<file path="src/rtl/crtc_pkg.sv">
// Shared definitions for the CRTC register sequencer: register map,
// power-on defaults and FSM encodings.
package crtc_pkg;

  localparam logic [1:0] REG_CURSOR_HI = 2'd0;
  localparam logic [1:0] REG_CURSOR_LO = 2'd1;
  localparam logic [1:0] REG_SCANLINES = 2'd2;
  localparam logic [1:0] REG_MODE      = 2'd3;

  // Scanline register default: cursor end line 14, start line 13.
  localparam logic [7:0] REG2_DEFAULT = 8'hED;

  typedef enum logic [2:0] {
    ST_INIT     = 3'd0,
    ST_SETUP    = 3'd1,
    ST_STROBE   = 3'd2,
    ST_HOLD     = 3'd3,
    ST_IDLE     = 3'd4,
    ST_WAIT_VBL = 3'd5
  } state_e;

  typedef enum logic {
    SRC_INIT = 1'b0,
    SRC_HOST = 1'b1
  } src_e;

  // Cursor position lives in regs 0/1; writes there may tear the cursor mid-frame.
  function automatic logic is_cursor_reg(input logic [1:0] addr);
    return addr <= REG_CURSOR_LO;
  endfunction

endpackage

</file>
<file path="src/rtl/crtc_reg_sequencer.sv">
// Sole writer of the CRTC register file. Writes the four power-on defaults
// after reset, then turns host writes into timed address/data/n_write cycles,
// holding cursor-position writes back until vertical blanking.
//
// state    | meaning
// ---------+-----------------------------------------------------------
// INIT     | load default for reg init_idx onto address/data
// SETUP    | address/data driven, n_write high, SETUP_CYCLES cycles
// STROBE   | n_write low, PULSE_CYCLES cycles
// HOLD     | n_write high again (register latched), address/data held 1 cycle
// IDLE     | waiting for host_req
// WAIT_VBL | cursor write captured, waiting for vblank before strobing
module crtc_reg_sequencer
  import crtc_pkg::*;
#(
  parameter int unsigned SETUP_CYCLES = 1,
  parameter int unsigned PULSE_CYCLES = 2,
  parameter bit          DEFER_CURSOR = 1'b1,
  parameter logic [7:0]  INIT_R0      = 8'h00,
  parameter logic [7:0]  INIT_R1      = 8'h00,
  parameter logic [7:0]  INIT_R2      = REG2_DEFAULT,
  parameter logic [7:0]  INIT_R3      = 8'h00
) (
  input  logic       clk,
  input  logic       n_reset,
  input  logic       host_req,
  input  logic [1:0] host_addr,
  input  logic [7:0] host_data,
  output logic       host_ack,
  input  logic       vblank,
  output logic [1:0] rf_address,
  output logic [7:0] rf_data,
  output logic       rf_n_write,
  output logic       init_done,
  output logic       busy
);

  // Counter reload values: the counter expires after N cycles in its state.
  localparam logic [3:0] SETUP_LOAD = 4'(SETUP_CYCLES - 1);
  localparam logic [3:0] PULSE_LOAD = 4'(PULSE_CYCLES - 1);

  state_e     state_q, state_d;
  src_e       src_q, src_d;
  logic [3:0] cnt_q, cnt_d;
  logic [1:0] init_idx_q, init_idx_d;
  logic [1:0] rf_address_q, rf_address_d;
  logic [7:0] rf_data_q, rf_data_d;
  logic       rf_n_write_q, rf_n_write_d;
  logic       host_ack_q, host_ack_d;
  logic       init_done_q, init_done_d;
  logic       busy_q, busy_d;
  logic [7:0] init_val;

  // Default value for the register currently being initialised.
  always_comb begin
    init_val = INIT_R0;
    case (init_idx_q)
      2'd0:    init_val = INIT_R0;
      2'd1:    init_val = INIT_R1;
      2'd2:    init_val = INIT_R2;
      default: init_val = INIT_R3;
    endcase
  end

  // Next-state and registered-output logic.
  always_comb begin
    state_d      = state_q;
    src_d        = src_q;
    cnt_d        = cnt_q;
    init_idx_d   = init_idx_q;
    rf_address_d = rf_address_q;
    rf_data_d    = rf_data_q;
    rf_n_write_d = rf_n_write_q;
    host_ack_d   = 1'b0;
    init_done_d  = init_done_q;

    case (state_q)
      ST_INIT: begin
        rf_address_d = init_idx_q;
        rf_data_d    = init_val;
        src_d        = SRC_INIT;
        cnt_d        = SETUP_LOAD;
        state_d      = ST_SETUP;
      end
      ST_SETUP: begin
        rf_n_write_d = 1'b1;
        if (cnt_q == 4'd0) begin
          rf_n_write_d = 1'b0;
          cnt_d        = PULSE_LOAD;
          state_d      = ST_STROBE;
        end else begin
          cnt_d = cnt_q - 4'd1;
        end
      end
      ST_STROBE: begin
        if (cnt_q == 4'd0) begin
          // Rising n_write here is the latch point; ack covers the HOLD cycle.
          rf_n_write_d = 1'b1;
          host_ack_d   = (src_q == SRC_HOST);
          state_d      = ST_HOLD;
        end else begin
          cnt_d = cnt_q - 4'd1;
        end
      end
      ST_HOLD: begin
        rf_n_write_d = 1'b1;
        if (src_q == SRC_INIT) begin
          if (init_idx_q == REG_MODE) begin
            init_done_d = 1'b1;
            state_d     = ST_IDLE;
          end else begin
            init_idx_d = init_idx_q + 2'd1;
            state_d    = ST_INIT;
          end
        end else begin
          state_d = ST_IDLE;
        end
      end
      ST_IDLE: begin
        if (host_req) begin
          rf_address_d = host_addr;
          rf_data_d    = host_data;
          src_d        = SRC_HOST;
          cnt_d        = SETUP_LOAD;
          if (DEFER_CURSOR && is_cursor_reg(host_addr) && !vblank) begin
            state_d = ST_WAIT_VBL;
          end else begin
            state_d = ST_SETUP;
          end
        end
      end
      ST_WAIT_VBL: begin
        rf_n_write_d = 1'b1;
        // Once launched the write runs to completion even if vblank ends.
        if (vblank) begin
          cnt_d   = SETUP_LOAD;
          state_d = ST_SETUP;
        end
      end
      default: begin
        state_d = ST_INIT;
      end
    endcase

    busy_d = (state_d != ST_IDLE);
  end

  // State and output registers with synchronous active-low reset.
  always_ff @(posedge clk) begin
    if (!n_reset) begin
      state_q      <= ST_INIT;
      src_q        <= SRC_INIT;
      cnt_q        <= 4'd0;
      init_idx_q   <= 2'd0;
      rf_address_q <= 2'd0;
      rf_data_q    <= 8'd0;
      rf_n_write_q <= 1'b1;
      host_ack_q   <= 1'b0;
      init_done_q  <= 1'b0;
      busy_q       <= 1'b1;
    end else begin
      state_q      <= state_d;
      src_q        <= src_d;
      cnt_q        <= cnt_d;
      init_idx_q   <= init_idx_d;
      rf_address_q <= rf_address_d;
      rf_data_q    <= rf_data_d;
      rf_n_write_q <= rf_n_write_d;
      host_ack_q   <= host_ack_d;
      init_done_q  <= init_done_d;
      busy_q       <= busy_d;
    end
  end

  assign rf_address = rf_address_q;
  assign rf_data    = rf_data_q;
  assign rf_n_write = rf_n_write_q;
  assign host_ack   = host_ack_q;
  assign init_done  = init_done_q;
  assign busy       = busy_q;

endmodule
</file>
<file path="config.mk">
export PLATFORM = sky130hd
export DESIGN_NAME = crtc_reg_sequencer
export DESIGN_NICKNAME = d
export VERILOG_FILES = /design/src/rtl/crtc_pkg.sv /design/src/rtl/crtc_reg_sequencer.sv
export SDC_FILE = /design/constraint.sdc
export NUM_CORES = 1
export LEC_CHECK = 0
export ABC_AREA = 1
export BUFFER_PORTS_ARGS = -buffer_cell sky130_fd_sc_hd__buf_4
export CAP_MARGIN = 20
export CORE_MARGIN = 8
export CORE_UTILIZATION = 45
export DETAILED_ROUTE_END_ITERATION = 8
export HOLD_SLACK_MARGIN = 0.06
export PLACE_DENSITY = 0.72
export RECOVER_POWER = 50
export SYNTH_ARGS = -nofsm -noshare
export SYNTH_HDL_FRONTEND = slang
export SYNTH_SLANG_ARGS = --single-unit
</file>
<file path="constraint.sdc">
create_clock -name clk -period 1.3 [get_ports clk]
set_clock_uncertainty 0.1 [all_clocks]
set_input_delay 0.065 -clock clk [delete_from_list [all_inputs] [get_ports clk]]
set_output_delay 0.065 -clock clk [all_outputs]
set_load 0.1 [all_outputs]
</file>
==> results of run 1 <==
## cell usage after synthesis
cell type  instances  area (µm²)
o211ai_2           1        12.5
a21oi_1           12        60.1
buf_4              1        7.51
o31ai_1            1        7.51
inv_1             20        75.1
nand4_1            2        12.5
a21oi_2            1        8.76
nor2_1            10        37.5
ha_1               4        50.1
nand2_2            4        25.0
nand2_4            1        11.3
o211ai_1           1        7.51
nand2_1           28         105
dfxtp_1           24         480
nor2_4             2        22.5
nand3_2            1        10.0
nor2_2             3        18.8
o21ai_4            1        16.3
o21ai_2            1        8.76
nor3_1             3        15.0
nand3_1           11        55.1
nor3_2             1        10.0
clkbuf_1           1        3.75
a31oi_1            1        6.26
xor2_1             1        8.76
o21ai_1            2        10.0
o21ai_0           13        65.1
inv_2              3        11.3
## power by group
part	internal, µW	leakage (µW)	switching [µW]	total [µW]
sequential	1000	0.000203	186	1190
combinational	974	0.000597	2100	3070
clock	312	0.0000279	228	540
## state kept, by name (all words and copies together), names as in the netlist
signal	flops
busy	1
cnt_q	4
host_ack	1
init_done	1
init_idx_q	2
rf_address	2
rf_data	8
rf_n_write	1
src_q	1
state_q	3
## stage by stage
stage                     cell area [µm²]  utilization  setup TNS (ns)  total power [µW]  hold WS, ns
after floorplan                      1180            -               0              3070       0.0887
after global placement               1490        0.605          -0.123              3670        0.208
after detailed placement             1490        0.605          -0.657              3720        0.221
after CTS                            1730        0.706         -0.0258              4480        0.392
after global routing                 1850        0.753          -0.878              5070        0.398
final                                1850        0.753          -0.152              4800        0.388
## cells by family (layout without fill, tap and decap cells)
kind of cell,Yosys count,in the layout,synth area share
and+or+nand+nor,66,66,0.278
AOI/OAI and AO/OA,34,34,0.174
xor gates and xnor gates,1,1,0.00754
adders and majority gates,4,4,0.0431
buffers and inverters,25,81,0.0840
DFF,24,24,0.413
## timing repair
action / 4_1_cts / 5_1_grt
hold buffers: 13 / 0
endpoints found under the hold margin: 20 / 0
pin swaps: 9 / 4
endpoints found under the setup margin: 20 / 19
setup buffers: 2 / 2
resized for setup: 21 / 30
## metal layers
metal  track usage  vias to the layer above  part of all wire
met5             0                        -                 0
met4        0.0640                        0             0.018
met3        0.0453                        7             0.058
met2         0.275                       33              0.50
met1         0.153                      592              0.42
li1              -                      617                 -
## worst max-delay path: cells and delay by family (launching register included)
| kind | cells | cell delay (ns) |
|---|---|---|
| flip-flops | 1 | 0.39 |
| AO/OA/AOI/OAI | 1 | 0.13 |
| AND/OR/NAND/NOR | 5 | 0.40 |
| buffers and inverters | 2 | 0.25 |
## area by class of cell
| class | instances | area (µm²) |
|---|---|---|
| Clock buffer | 3 | 22.5 |
| Clock inverter | 1 | 30.0 |
| Fill cell | 166 | 607 |
| Inverter | 23 | 93.8 |
| Multi-Input combinational cell | 105 | 709 |
| Sequential cell | 24 | 509 |
| Tap cell | 30 | 37.5 |
| Timing Repair Buffer | 54 | 445 |
## worst paths after layout
check                           startpoint    endpoint  slack, ns
worst min register to register  rf_data[4]  rf_data[4]       0.39
worst max-delay path            state_q[0]    cnt_q[2]      -0.05
worst max register to register  state_q[0]    cnt_q[2]      -0.05
worst min-delay path            rf_data[4]  rf_data[4]       0.39
==> results.sh, run 1 <==
export IMPL_vias=1249
export IMPL_finalCritPeriodShare=1.04
export IMPL_tightest_slew_ns=0.307
export IMPL_outcome="finished with violations"
export IMPL_finalSetupViolations=6
export IMPL_slew_viol_final=0
export IMPL_die_area_mm2=0.00447
export IMPL_vias_per_cell=5.20
export IMPL_htreeDepth=1
export IMPL_dp_slack_ns=-0.0991
export IMPL_synthCells=154
export IMPL_antenna_found_initial=0
export IMPL_io_buffers=27
export IMPL_hold_path_class="reg2reg"
export IMPL_fp_dieH_um=66.8
export IMPL_layout_common_cells="28 x buf_4, 26 x nand2_1, 14 x inv_1, 14 x clkbuf_4, 14 x dfxtp_2"
export IMPL_final_antenna_net_count=0
export IMPL_worst_slack_ns=-0.0474
export IMPL_io_pins=28
export IMPL_cts_root_buf="clkbuf_4"
export IMPL_yosysWarningCount=0
export IMPL_syn_avg_cell_area_um2=7.55
export IMPL_tritoncts="done"
export IMPL_clk_path_buf_depth=2
export IMPL_max_freq_mhz=742
export IMPL_reg2reg_depth=8
export IMPL_layout_commonest_cell="buf_4"
export IMPL_hold_depth=2
export IMPL_coreArea_mm2=0.00245
export IMPL_grt_pass1_vias=1280
export IMPL_fin_nets=229
export IMPL_ir_drop_mv=3.03
export IMPL_maxCapViolations=0
export IMPL_ys_types=28
export IMPL_final_cells=240
export IMPL_areaGrowthSynthToFinish_pct=59.0
export IMPL_syn_cell_area_mm2=0.00116
export IMPL_critPathRequiredTime_ns=1.45
export IMPL_cts_buffers=3
export IMPL_grt_max_degree=18
export IMPL_path_class="reg2reg"
export IMPL_ys_seq_elements=24
export IMPL_power_leakage_uw=0.000828
export IMPL_crit_arrival_ns=1.50
export IMPL_start_kind="register"
export IMPL_dpl_hpwl_mm=2.18
export IMPL_routedWlPerCell_um=14.4
export IMPL_place_congestion=0.902
export IMPL_dr_pass1_iters=4
export IMPL_crit_top_cell="nand2_1"
export IMPL_syn_nets=172
export IMPL_rows=18
export IMPL_seq_area_frac_synth=0.413
export IMPL_min_period_ns=1.35
export IMPL_hold_viol=0
export IMPL_endpoint_kind="register"
export IMPL_cts_clk_slew_worst_paths_ns=0.14
export IMPL_grt_pass1_wl_mm=5.38
export IMPL_p_per_area_mw_per_mm2=2600
export IMPL_overflow=0
export IMPL_worstPathCellList="inv_2 -> nand2_4 -> nor2_4 -> buf_4 -> nand2_1 -> nand2_1 -> nand3_1 -> a21oi_2"
export IMPL_grt_use_total=0.150
export IMPL_drtIter0Drc=68
export IMPL_max_slew_margin=0.797
export IMPL_drt_wl_total_mm=3.45
export IMPL_start_util=0.473
export IMPL_drive_gt1_frac=0.490
export IMPL_cts_sinks=24
export IMPL_drcViolationCount=0
export IMPL_clk_insertion_delay_late_ns=0.32
export IMPL_dp_cells=219
export IMPL_critPathMaxFanout=4
export IMPL_violations="negative setup slack"
export IMPL_die_x_um=66.8
export IMPL_crit_path_max_incr_delay_ns=0.39
export IMPL_rsz0062_at_grt="true"
export IMPL_crit_path_top_delay_cell="dfxtp_4"
export IMPL_antennaDiodeCount=0
Note: power is estimated with default switching activity, not from simulation.
==> run 2: changes to the inputs <==
- PLACE_DENSITY: 0.72 -> 0.82
==> run 2 against run 1 <==
- the run still ends with negative setup slack left
- cell count up 0.42%
- sequential share of layout area up 0.22 points
- design area down 1.3%
- clock power up 2%
- global-route usage up 1.3 points
- via count up 3.6%
- die area unchanged
- core utilization down 0.97 points
- fmax down 0.20%
- combinational power down 2%
- worst hold slack better by 0.00051 ns
- total power down 1.6%
- critical endpoint is now cnt_q[1]
- largest power group unchanged
==> results.sh, run 2 (synthesis gave the netlist of run 1 again) <==
export IMPL_cts_root_buf="clkbuf_4"
export IMPL_critPathRequiredTime_ns=1.47
export IMPL_io_buffers=27
export IMPL_layout_commonest_cell="buf_4"
export IMPL_worst_hold_slack_ns=0.389
export IMPL_coreArea_mm2=0.00245
export IMPL_total_power_uw=4720
export IMPL_finalCritPeriodShare=1.04
export IMPL_drtIter0Drc=89
export IMPL_path_class="reg2reg"
export IMPL_antennaDiodeCount=0
export IMPL_vias_per_cell=5.37
export IMPL_dp_cells=219
export IMPL_worst_slack_ns=-0.0500
export IMPL_clk_path_buf_depth=2
export IMPL_hold_viol=0
export IMPL_slew_viol_final=0
export IMPL_layout_common_cells="33 x buf_4, 25 x nand2_1, 15 x inv_1, 15 x dfxtp_2, 13 x dlygate4sd3_1"
export IMPL_areaGrowthSynthToFinish_pct=56.9
export IMPL_final_cells=241
export IMPL_die_area_mm2=0.00447
export IMPL_overflow=0
export IMPL_largest_reg_flops=8
export IMPL_rows=18
export IMPL_htreeDepth=1
export IMPL_dp_slack_ns=-0.151
export IMPL_startpoint="state_q[1]"
export IMPL_grt_use_total=0.163
export IMPL_crit_arrival_ns=1.52
export IMPL_violations="negative setup slack"
export IMPL_dr_pass1_iters=4
export IMPL_p_per_area_mw_per_mm2=2590
export IMPL_max_slew_margin=0.796
export IMPL_grt_max_degree=18
export IMPL_drt_wl_total_mm=3.49
export IMPL_maxCapViolations=0
export IMPL_tightest_slew_ns=0.308
export IMPL_dpl_hpwl_mm=2.36
export IMPL_vias=1294
export IMPL_critPathMaxFanout=4
export IMPL_io_pins=28
export IMPL_cts_clk_slew_worst_paths_ns=0.14
export IMPL_cts_sinks=24
export IMPL_antenna_found_initial=0
export IMPL_hold_path_class="reg2reg"
export IMPL_die_x_um=66.8
export IMPL_final_antenna_net_count=0
export IMPL_place_congestion=0.869
export IMPL_max_freq_mhz=741
export IMPL_tritoncts="done"
export IMPL_finalSetupViolations=9
export IMPL_drcViolationCount=0
export IMPL_hp_start="rf_data[1]"
export IMPL_routedWlPerCell_um=14.5
export IMPL_grt_pass1_wl_mm=5.66
export IMPL_fp_dieH_um=66.8
export IMPL_drive_gt1_frac=0.474
export IMPL_clk_insertion_delay_late_ns=0.32
export IMPL_fin_nets=230
export IMPL_r2r_start="state_q[1]"
export IMPL_cts_buffers=3
export IMPL_min_period_ns=1.35
export IMPL_rsz0062_at_grt="true"
export IMPL_ir_drop_mv=2.53
export IMPL_endpoint_kind="register"
export IMPL_power_leakage_uw=0.000812
export IMPL_outcome="finished with violations"
export IMPL_grt_pass1_vias=1327
export IMPL_start_util=0.473
export IMPL_start_kind="register"
## run 2: changes by cell type in the layout (fill, tap and decap cells not counted), sizes merged
cell / change
buf: +4
clkbuf: -3
clkinvlp: +1
inv: -1
## run 2: layout make-up
type | count | area (µm²)
clock inverters | 1 | 30.0
clock buffers | 3 | 22.5
multi-input cells | 105 | 678
well taps | 30 | 37.5
flip-flops and latches | 24 | 507
repair buffers | 55 | 449
inverters | 23 | 100
fillers | 164 | 631
## run 2: per-layer routing
layer / vias up / global-route usage / wire (µm)
met5: - / 0 / 0
met4: 0 / 0.0693 / 126
met3: 16 / 0.0638 / 277
met2: 64 / 0.303 / 1800
met1: 596 / 0.153 / 1290
li1: 618 / - / -
## run 2: final timing paths
kind | endpoint | slack, ns | cells past startpoint
worst min-delay path | rf_data[1] | 0.39 | 2
worst max-delay path | cnt_q[1] | -0.05 | 6
worst max register to register | cnt_q[1] | -0.05 | 6
worst min register to register | rf_data[1] | 0.39 | 2
## run 2: through the flow
step	setup TNS, ns	utilization	area [µm²]
global placement	-0.0824	0.605	1490
floorplan	0	-	1180
finish	-0.157	0.743	1820
global route	-1.31	0.743	1820
CTS	-0.120	0.714	1750
detailed placement	-0.928	0.605	1490
## run 2: where the power goes
group	leakage [µW]	switching, µW	total, µW	internal, µW
Combinational	0.000581	2060	3010	954
Sequential	0.000203	164	1160	995
Clock	0.0000279	240	552	312
Total	0.000812	2460	4720	2260
## run 2: critical path: stages, from the launching register on
cell     delay, ns
dfxtp_4       0.39
buf_4         0.16
nor3_4        0.22
nand2_1       0.13
nand2_2       0.11
o21ai_4       0.07
nor2_2        0.12
## run 2: timing repair
action | CTS | global route
hold buffers | 13 | 0
pin swaps | 7 | 7
endpoints found under the setup margin | 16 | 18
hold endpoints to repair | 20 | 0
buffers inserted | 2 | 3
resized for setup | 22 | 18
